[src/rtl/fetch_unit.sv]
// Instruction-fetch stage: owns the PC and drives the synchronous ROM address from next-PC.
// Optional build macro FETCH_PERF_EN adds a 32-bit fetch_count output.
//
// state | meaning
// BOOT  | reset state; next fetch is RESET_PC
// RUN   | fetching, one instruction per cycle
// HALT  | misaligned redirect seen; PC frozen until reset
module fetch_unit #(
  parameter logic [31:0] RESET_PC  = 32'h0000_0000,
  parameter logic [31:0] NOP_INSTR = 32'h0000_0013
) (
  input  logic        clk,
  input  logic        rst_n,
  input  logic        stall,
  input  logic        redirect,
  input  logic [31:0] redirect_pc,
  output logic [9:0]  rom_addr,
  input  logic [31:0] rom_instr,
  output logic [31:0] if_pc,
  output logic [31:0] if_instr,
  output logic        if_valid,
  output logic        misalign_err
`ifdef FETCH_PERF_EN
  ,
  output logic [31:0] fetch_count
`endif
);

  typedef enum logic [1:0] {
    BOOT = 2'd0,
    RUN  = 2'd1,
    HALT = 2'd2
  } state_t;

  state_t      state_q, state_d;
  logic [31:0] pc_q, pc_d;
  logic        err_q, err_d;

  always_ff @(posedge clk or negedge rst_n) begin
    if (!rst_n) begin
      state_q <= BOOT;
      pc_q    <= RESET_PC;
      err_q   <= 1'b0;
    end else begin
      state_q <= state_d;
      pc_q    <= pc_d;
      err_q   <= err_d;
    end
  end

  // Redirect outranks stall; a misaligned target freezes the PC and halts.
  always_comb begin
    state_d = state_q;
    pc_d    = pc_q;
    err_d   = err_q;
    case (state_q)
      BOOT: begin
        pc_d    = RESET_PC;
        state_d = RUN;
      end
      RUN: begin
        if (redirect) begin
          if (redirect_pc[1:0] == 2'b00) begin
            pc_d = redirect_pc;
          end else begin
            state_d = HALT;
            err_d   = 1'b1;
          end
        end else if (!stall) begin
          pc_d = pc_q + 32'd4;
        end
      end
      HALT: ;
      default: begin
        state_d = BOOT;
        pc_d    = RESET_PC;
      end
    endcase
  end

  // PCs above the ROM size alias silently.
  assign rom_addr     = pc_d[11:2];
  assign if_pc        = pc_q;
  assign if_valid     = (state_q == RUN) && !err_q;
  assign if_instr     = if_valid ? rom_instr : NOP_INSTR;
  assign misalign_err = err_q;

`ifdef FETCH_PERF_EN
  logic [31:0] cnt_q;

  always_ff @(posedge clk or negedge rst_n) begin
    if (!rst_n) begin
      cnt_q <= 32'd0;
    end else if (if_valid && (!stall || redirect)) begin
      cnt_q <= cnt_q + 32'd1;
    end
  end

  assign fetch_count = cnt_q;
`endif

endmodule

[config.mk]
export PLATFORM = sky130hd
export DESIGN_NAME = fetch_unit
export DESIGN_NICKNAME = d
export VERILOG_FILES = /design/src/rtl/fetch_unit.sv
export SDC_FILE = /design/constraint.sdc
export NUM_CORES = 1
export LEC_CHECK = 0
export BUFFER_PORTS_ARGS = -buffer_cell sky130_fd_sc_hd__buf_2
export CAP_MARGIN = 25
export CORE_MARGIN = 3
export CORE_UTILIZATION = 45
export CTS_CLUSTER_DIAMETER = 30
export DETAILED_ROUTE_END_ITERATION = 8
export GPL_ROUTABILITY_DRIVEN = 0
export PLACE_DENSITY = 0.85
export SYNTH_ARGS = -nofsm -noshare
export SYNTH_HDL_FRONTEND = slang
export SYNTH_SLANG_ARGS = --single-unit
[constraint.sdc]
create_clock -name clk -period 2.28 [get_ports clk]
set_clock_uncertainty 0.05 [all_clocks]
set_input_delay 0.114 -clock clk [delete_from_list [all_inputs] [get_ports clk]]
set_output_delay 0.114 -clock clk [all_outputs]
set_load 0.02 [all_outputs]
==> qor.txt, run 1 <==
Area after DPL: 3410 sq um
crit path max-delay cell type: or4_4
Total GRT Usage: 0.241
startpoint class of the critical path: flop
max-slew violation count: 0
Synth Flop Type: dfrtp_1
CP peak stage delay: 510 ps
crit-path max FO: 7
NumNets Final: 540
final wirelength: 8.41 mm
area of the multi-input gates: 1610 sq um
Hold Path Class: in -> reg
min Tclk post-route: 2170 ps
Port Buf Inserts: 143
Synth area leader: dfrtp_1
row count: 27
initial DRC count: 175
fmax: 0.461 GHz
fin area: 3610 sq um
run status: completed
Initial Utilization: 0.472
share of layout cells above drive strength 1: 0.407
Fillers: 458
total CTS buffers: 5
vias in the first global route: 2699
Die ar.: 6800 sq um
# IOs: 144
clock buffer depth: 2
top-count cell post-synth: dfrtp_1
antenna-violating nets left: 0
sequential share of the synthesized area: 0.333
total of max-cap violations: 0
Final Non-Filler Cells: 539
Final Hold Vio Count: 0
DR pass1 iterations: 6
placed cells: 527
Area Overhead vs Synth: 37.0%
warnings from Yosys: 0
post-synth top area share: 0.333
Worst VDD drop: 0.427 mV
Power Dens Cells: 665 nW/um^2
crit end category: output port
setup_tns: 0 ps
DR vias/cell: 5.67
clk root buf: clkbuf_8
# clock sinks: 35
top cells by count, synth: dfrtp_1, and2_1, nand2_1, nor2_1, o21ai_0
core footprint: 5570 sq um
largest net degree at the start of global routing: 36
#FFs+latches synth: 35
Async SR Flop Fraction: 1.00
fin util: 0.647
Post-route DRC: 0
slew margin rel.: 0.462
Via Count: 3057
Vert. Die Dim: 82.5 microns
Mapped Cells: 323
Antenna Cells: 0
Setup violations, final: 0
Worst Path Arrival: 2000 ps
Detail Placement HPWL: 6.30 mm
crit-path most repeated cell: buf_4
first-pass GRT wire length: 12.7 mm
CTS tree: built
largest cells by area after synthesis: dfrtp_1, and2_1, nand2_1, o21ai_0, nor2_1
EDFF count, synth: 0
unrepaired setup endpoints after global routing: false
Reg clk slew, reported paths: 70 ps
Avg Cell Area, Syn: 8.15 sq um
FF/Latch Area: 882 sq um
Synthesized Nets: 395
Pleak: 1.80 nW
antenna violations before repair: 0
cell breakdown of the critical path: buf_4 -> nand3_1 -> or4_4 -> nor2_1 -> o211ai_1 -> o21ai_0 -> buf_4
gr ovfl total: 0
CP Data Required Time: 2120 ps
critical path type: reg -> out
Unique masters post-synth: 57
worst slew pin tran: 807 ps
H-tree lvl count: 2
period utilization: 0.951
Mapped Area: 2630 sq um
Die Span X: 82.5 microns
Worst-Skew Late Latency: 290 ps
drt wl/cell: 15.6 microns
## layout make-up
cell class              count  share of cell area
multi-input cells         250               0.446
repair buffers            165               0.253
clock buffers               6              0.0201
well taps                  72              0.0250
flip-flops and latches     35               0.245
inverters                  11              0.0115
## cell usage in the layout, fill, tap and decap left out, types with 8 or more instances in the layout
cell type  synthesis  routed
nor4_1             8       8
nand2_1           28      27
buf_4             10      17
and2_1            30      30
a21oi_1           13      12
buf_2              4     140
nor2_1            25      25
dfrtp_1           35      30
inv_1             11      10
nand3_1           11      11
o21ai_0           21      21
## flip-flops by register name, summed over array words and instances, names as in the netlist
register	count
misalign_err	1
if_pc	32
state_q	2
## through the flow
step | power (mW) | hold WS, ps | setup slack [ps]
finish | 2.40 | 7.37 | 112
global route | 2.55 | 10.0 | 9.21
CTS | 2.30 | 4.45 | 30.9
detailed placement | 1.87 | 199 | 235
global placement | 1.84 | 193 | 294
floorplan | 1.51 | -232 | 170
## metal layers
| metal | vias to the layer above | GRT usage | share of wire |
|---|---|---|---|
| li1 | 1463 | - | - |
| met1 | 1399 | 0.317 | 0.39 |
| met2 | 182 | 0.407 | 0.50 |
| met3 | 13 | 0.0477 | 0.096 |
| met5 | - | 0 | 0 |
| met4 | 0 | 0.0565 | 0.011 |
## cells by family (layout without fill, tap and decap cells)
family / Yosys count / after routing / synth area share
multiplexers: 3 / 3 / 0.0119
AO/OA/AOI/OAI: 89 / 89 / 0.227
flip-flops: 35 / 35 / 0.333
buffers and inverters: 38 / 182 / 0.0704
XOR/XNOR: 5 / 5 / 0.0166
AND/OR/NAND/NOR: 149 / 149 / 0.322
adder cells (fa/ha/maj): 4 / 4 / 0.0190
## critical path: cells and delay by family, from the launching register on
| kind | cells | cell delay (ps) |
|---|---|---|
| simple gates | 3 | 730 |
| compound gates | 2 | 220 |
| flops | 1 | 400 |
| buf+inv | 2 | 370 |
## worst paths after layout
check	cells after the start	slack (ps)	start	end
max reg2reg	5	230	if_pc[8]	if_pc[22]
min in group asynchronous	2	410	rst_n	if_pc[25]
min	2	7	redirect_pc[12]	if_pc[12]
max in group asynchronous	2	1210	rst_n	if_pc[7]
min reg2reg	1	450	if_pc[1]	if_pc[1]
max	7	110	if_pc[5]	rom_addr[9]
## power by group
part	switching [mW]	internal (mW)
sequential	0.109	0.699
clock	0.222	0.204
combinational	0.692	0.472
total	1.02	1.37
## what timing repair did
| action | CTS | global route |
|---|---|---|
| resized for setup | 2 | 18 |
| endpoints found under the setup margin | 1 | 33 |
| hold buffers | 5 | 0 |
| buffers inserted | 0 | 1 |
| hold endpoints to repair | 39 | 0 |
(Power assumes the default switching activity.)
==> run 2, diff against run 1 <==
--- a/config.mk
+++ b/config.mk
@@ -5,14 +5,15 @@
 export SDC_FILE = /design/constraint.sdc
 export NUM_CORES = 1
 export LEC_CHECK = 0
+export ABC_AREA = 1
 export BUFFER_PORTS_ARGS = -buffer_cell sky130_fd_sc_hd__buf_2
 export CAP_MARGIN = 25
 export CORE_MARGIN = 3
-export CORE_UTILIZATION = 45
+export CORE_UTILIZATION = 48
 export CTS_CLUSTER_DIAMETER = 30
 export DETAILED_ROUTE_END_ITERATION = 8
 export GPL_ROUTABILITY_DRIVEN = 0
-export PLACE_DENSITY = 0.85
+export PLACE_DENSITY = 0.86
 export SYNTH_ARGS = -nofsm -noshare
 export SYNTH_HDL_FRONTEND = slang
 export SYNTH_SLANG_ARGS = --single-unit
==> run 2 against run 1 <==
Compared with the run above:
- non-clock buffer count shrank 12
- highest routed layer unchanged
- core utilization rose by 0.31 points
- clock power about the same
- critical path type unchanged
- worst hold slack improved by 51 ps
- cell area increased by 9.9%
- sequential cell count unchanged
==> qor.txt, run 2 <==
# clock sinks: 35 (unchanged)
row count: 28 (+3.7%)
Final Non-Filler Cells: 750 (+39%)
antenna violations before repair: 0 (unchanged)
Unique masters post-synth: 31 (-46%)
clock buffer depth: 2 (unchanged)
top cells by count, synth: nand2_1, nor2_1, inv_1, nand3_1, dfrtp_1
# IOs: 144 (unchanged)
commonest non-fill, non-tap cell in the layout: nand2_1
Mapped Area: 3110 sq um (+18%)
critical path type: reg -> out
DR pass1 iterations: 5 (-1)
Antenna Cells: 0 (unchanged)
gr ovfl total: 0 (unchanged)
Synth Area in Adders: 0.0161 (-0.00290)
largest family of logic cells by synthesized area: simple AND/OR/NAND/NOR gates
top-count cell post-synth: nand2_1
Total GRT Usage: 0.266 (+0.0248)
CTS tree: built
#FFs+latches synth: 35 (unchanged)
Worst-Skew Late Latency: 290 ps (about the same)
Vert. Die Dim: 86.4 microns (+4.8%)
NumNets Final: 748 (+39%)
total CTS buffers: 5 (unchanged)
Final Hold Vio Count: 0 (unchanged)
Setup violations, final: 0 (unchanged)
Synth Flop Type: dfrtp_1
Mapped Cells: 537 (+66%)
final wirelength: 10.0 mm (+19%)
period utilization: 0.945 (-0.00586)
hold_sp: redirect_pc[30]
simple-gate share of the synthesized area: 0.479 (+0.157)
crit-path max FO: 5 (-2)
Hold Path Class: in -> reg
Reg clk slew, reported paths: 70 ps (about the same)
Detail Placement HPWL: 7.81 mm (+24%)
DR vias/cell: 5.18 (-8.7%)
antenna-violating nets left: 0 (unchanged)
crit end category: output port
max-slew violation count: 0 (unchanged)
Via Count: 3884 (+27%)
Synth Area in XOR/XNOR: 0.00282 (-0.0138)
CP Data Required Time: 2120 ps (about the same)
vias in the first global route: 3613 (+34%)
Async SR Flop Fraction: 1.00 (unchanged)
worst slew pin tran: 800 ps (-6.99 ps)
drt wl/cell: 13.3 microns (-15%)
total of max-cap violations: 0 (unchanged)
Worst Path Arrival: 1990 ps (about the same)
most frequent cells in the layout: nand2_1, buf_2, nor2_1
Compound-Gate Fraction of Synth Area: 0.0862 (-0.141)
run status: completed
warnings from Yosys: 0 (unchanged)
core footprint: 6100 sq um (+9.4%)
worst reg2reg startpoint: state_q[1]
largest net degree at the start of global routing: 36 (unchanged)
Synthesized Nets: 609 (+54%)
setup_tns: 0 ps (unchanged)
Synth area leader: dfrtp_1
Die ar.: 7470 sq um (+9.9%)
H-tree lvl count: 2 (unchanged)
Pleak: 2.21 nW (+22%)
mux cell area share after synthesis: 0 (-0.0119)
sequential share of the synthesized area: 0.282 (-0.0508)
Worst R2R Setup Slack: 250 ps (+20 ps)
fmax: 0.464 GHz (+0.62%)
largest cells by area after synthesis: dfrtp_1, nand2_1, nor2_1, inv_1, nand3_1
clk root buf: clkbuf_8
slew margin rel.: 0.467 (+0.00466)
Avg Cell Area, Syn: 5.78 sq um (-29%)
EDFF count, synth: 0 (unchanged)
Initial Utilization: 0.509 (+0.0374)
post-synth top area share: 0.282 (-0.0508)
startpoint class of the critical path: flop
Power Dens Cells: 576 nW/um^2 (-13%)
share of layout cells above drive strength 1: 0.268 (-0.139)
Worst VDD drop: 0.443 mV (+3.9%)
Area Overhead vs Synth: 27.6%
first-pass GRT wire length: 16.1 mm (+27%)
min Tclk post-route: 2150 ps (-13.4 ps)
initial DRC count: 234 (+34%)
Post-route DRC: 0 (unchanged)
placed cells: 738 (+40%)
Port Buf Inserts: 143 (unchanged)
Die Span X: 86.4 microns (+4.8%)
Setup crit start: if_pc[3]
max reg flops: 32 (unchanged)
-- run 2: cells by family after synthesis --
| kind of cell | Yosys count |
|---|---|
| AND/OR/NAND/NOR | 350 |
| buffers and inverters | 98 |
| AO/OA/AOI/OAI | 49 |
| flip-flops | 35 |
| adder cells (fa/ha/maj) | 4 |
| XOR/XNOR | 1 |
-- run 2: report_power, final --
| group | total (mW) | internal (mW) | leakage, nW | switching [mW] |
|---|---|---|---|---|
| combinational | 1.04 | 0.316 | 1.69 | 0.727 |
| sequential | 0.816 | 0.700 | 0.476 | 0.116 |
| clock | 0.425 | 0.204 | 0.0371 | 0.221 |
-- run 2: layout make-up --
type | count | area, sq um
clock buffers | 6 | 72.6
fillers | 585 | 2130
inverters | 76 | 292
multi-input cells | 404 | 1820
flip-flops and latches | 35 | 877
well taps | 75 | 93.8
repair buffers | 153 | 796
repair inverters | 1 | 7.51
-- run 2: what timing repair did --
action	CTS	global route
endpoints found under the setup margin	1	13
hold buffers	1	0
endpoints found under the hold margin	35	0
cloned	0	1
gates resized for setup	1	6
buffers inserted	0	4
-- run 2: through the flow --
stage                     area, sq um  utilization  power, mW  hold slack (ps)  setup WS, ps
after floorplan                  3110            -       1.54             -232           364
after global placement           3820        0.627       1.79              174           312
after detailed placement         3820        0.627       1.83              203           274
after CTS                        3910        0.641       2.26             62.3          85.1
after global routing             3960        0.650       2.43             73.9         -39.3
final                            3960        0.650       2.28             58.6           125
-- run 2: layer usage --
metal	share of wire	GRT usage	wire length (microns)
met5	0	0	0
met4	0.021	0.0892	212
met3	0.090	0.0475	897
met2	0.49	0.472	4910
met1	0.40	0.324	3980
-- run 2: worst paths after layout --
path,cells after the start,end
min in group asynchronous,2,if_pc[17]
max in group asynchronous,2,if_pc[2]
hold reg to reg,2,if_pc[1]
setup reg to reg,10,if_pc[15]
setup / recovery,8,rom_addr[6]
hold / removal,5,if_pc[30]
-- run 2: critical path: stages, from the launching register on --
cell	delay [ps]
dfrtp_1	410
ha_1	210
inv_1	90
nor2_1	160
nand2_1	110
o21ai_0	160
o2111ai_1	170
a21oi_2	210
buf_4	180
==> run 3, diff against run 2 <==
--- a/config.mk
+++ b/config.mk
@@ -8,12 +8,15 @@
 export ABC_AREA = 1
 export BUFFER_PORTS_ARGS = -buffer_cell sky130_fd_sc_hd__buf_2
 export CAP_MARGIN = 25
+export CELL_PAD_IN_SITES_DETAIL_PLACEMENT = 2
+export CELL_PAD_IN_SITES_GLOBAL_PLACEMENT = 2
 export CORE_MARGIN = 3
-export CORE_UTILIZATION = 48
+export CORE_UTILIZATION = 23
 export CTS_CLUSTER_DIAMETER = 30
 export DETAILED_ROUTE_END_ITERATION = 8
 export GPL_ROUTABILITY_DRIVEN = 0
 export PLACE_DENSITY = 0.86
+export RECOVER_POWER = 100
 export SYNTH_ARGS = -nofsm -noshare
 export SYNTH_HDL_FRONTEND = slang
 export SYNTH_SLANG_ARGS = --single-unit
==> run 3 against run 2 <==
Compared with the run above:
- register-to-register slack improved by 80 ps
- count of clock-buffer cells in the layout increased by 1
- final cell count increased by 14%
- critical path type unchanged
==> qor.txt, run 3 (same netlist as run 2, synthesis figures left out) <==
run status: completed
Worst Path Arrival: 2030 ps (+40 ps)
gr ovfl total: 0 (unchanged)
commonest non-fill, non-tap cell in the layout: nand2_1
share of layout cells above drive strength 1: 0.245 (-0.0236)
Total GRT Usage: 0.194 (-0.0721)
total CTS buffers: 5 (unchanged)
Die ar.: 14900 sq um (+100%)
Antenna Cells: 0 (unchanged)
first-pass GRT wire length: 23.2 mm (+44%)
DR vias/cell: 4.76 (-8.1%)
vias in the first global route: 4484 (+24%)
largest net degree at the start of global routing: 36 (unchanged)
slew margin rel.: 0.331 (-0.135)
Worst VDD drop: 0.243 mV (-45%)
antenna violations before repair: 0 (unchanged)
max reg flops: 32 (unchanged)
Fillers: 1706 (+190%)
final wirelength: 14.8 mm (+48%)
max-slew violation count: 0 (unchanged)
total of max-cap violations: 0 (unchanged)
Final Hold Vio Count: 0 (unchanged)
crit end category: output port
CP Data Required Time: 2120 ps (about the same)
H-tree lvl count: 2 (unchanged)
Area after DPL: 3950 sq um (+3.4%)
# IOs: 144 (unchanged)
clock share of power: 0.275 (+0.089)
fraction of power spent switching nets: 0.455 (-0.0110)
FF/Latch Area: 880 sq um (+0.29%)
clock buffer depth: 2 (unchanged)
Seq pwr share: 0.306 (-0.051)
P_sw: 1.26 mW (+18%)
Initial Utilization: 0.240 (-0.269)
Hold Path Class: in -> reg
fmax: 0.456 GHz (-1.8%)
Comb power frac: 0.419 (-0.038)
Power Total: 2.76 mW (+21%)
row count: 41 (+46%)
worst slew pin tran: 1000 ps (+203 ps)
startpoint class of the critical path: flop
core footprint: 12900 sq um (+110%)
area of the multi-input gates: 1840 sq um (+0.69%)
Setup violations, final: 0 (unchanged)
antenna-violating nets left: 0 (unchanged)
setup_tns: 0 ps (unchanged)
Reg clk slew, reported paths: 60 ps (about the same)
Pleak: 2.14 nW (-2.8%)
Vert. Die Dim: 122 microns (+41%)
fin util: 0.325 (-0.325)
initial DRC count: 115 (-51%)
CTS tree: built
Area Overhead vs Synth: 35.3%
Post-route DRC: 0 (unchanged)
critical path type: reg -> out
# clock sinks: 35 (unchanged)
Detail Placement HPWL: 11.4 mm (+46%)
min Tclk post-route: 2190 ps (+39.6 ps)
most frequent cells in the layout: nand2_1, buf_2, nor2_1
P_int: 1.50 mW (+23%)
DR pass1 iterations: 4 (-1)
Via Count: 4068 (+4.7%)
crit-path max FO: 7 (+2)
NumNets Final: 754 (+0.80%)
Power Dens Cells: 656 nW/um^2 (+14%)
Die Span X: 122 microns (+41%)
drt wl/cell: 17.4 microns (+30%)
clk root buf: clkbuf_16
period utilization: 0.962 (+0.0174)
Port Buf Inserts: 143 (unchanged)
Worst-Skew Late Latency: 290 ps (about the same)
fin area: 4200 sq um (+6.0%)
==> run 3: changes by cell type in the layout (fill, tap and decap cells not counted), moves of 3 or more <==
cell / before / now
buf_2: 142 / 111
buf_4: 10 / 17
clkbuf_1: 1 / 29
clkbuf_16: 0 / 5
clkbuf_8: 5 / 2
==> run 3: worst max-delay path, cell delays in order (launching register included) <==
cell,delay [ps]
dfrtp_1,410
inv_1,110
ha_2,240
inv_1,120
nor2_4,200
clkinvlp_4,190
or2_2,320
buf_2,160
==> run 3: power by group through the flow <==
stage	sequential [mW]	combinational, mW	clock, mW
finish	0.844	1.16	0.757
global route	0.859	1.29	0.802
CTS	0.842	1.13	0.785
detailed placement	0.850	1.12	0
global placement	0.840	1.06	0
floorplan	0.874	0.661	0
==> run 3: path summary, 6_finish.rpt <==
check / slack (ps) / to / cells past startpoint / start
setup / recovery: 90 / if_instr[4] / 7 / state_q[1]
hold / removal: 70 / if_pc[26] / 5 / redirect_pc[26]
setup reg to reg: 330 / if_pc[28] / 10 / if_pc[3]
hold reg to reg: 450 / if_pc[1] / 2 / if_pc[1]
max in group asynchronous: 1020 / if_pc[5] / 2 / rst_n
min in group asynchronous: 470 / if_pc[19] / 2 / rst_n
==> run 3: metal layers <==
layer | up-vias | global-route usage | part of all wire
li1 | 1936 | - | -
met1 | 2004 | 0.237 | 0.41
met2 | 117 | 0.362 | 0.52
met3 | 11 | 0.0344 | 0.058
met4 | 0 | 0.0266 | 0.0077
met5 | - | 0 | 0
==> run 3: metrics by stage <==
step	std cells	setup slack [ps]	hold slack, ps
after floorplan	537	364	-232
after global placement	836	194	211
after detailed placement	836	114	237
after CTS	852	4.89	74.7
after global routing	855	-21.3	101
final	855	85.9	72.2
==> run 3: area by class of cell <==
cell class,instances,area share
Multi-Input combinational cell,404,0.437
Sequential cell,35,0.209
Timing Repair Buffer,159,0.192
Inverter,76,0.0703
Tap cell,172,0.0512
Clock buffer,7,0.0363
Clock inverter,1,0.00179
Timing Repair inverter,1,0.00179
==> run 3: repair_timing <==
action / in CTS / in global routing
gates resized for setup: 4 / 13
hold endpoints to repair: 35 / 0
hold buffers: 1 / 0
buffers inserted: 6 / 3
pin swaps: 0 / 1
endpoints found under the setup margin: 35 / 40
gates cloned: 1 / 0
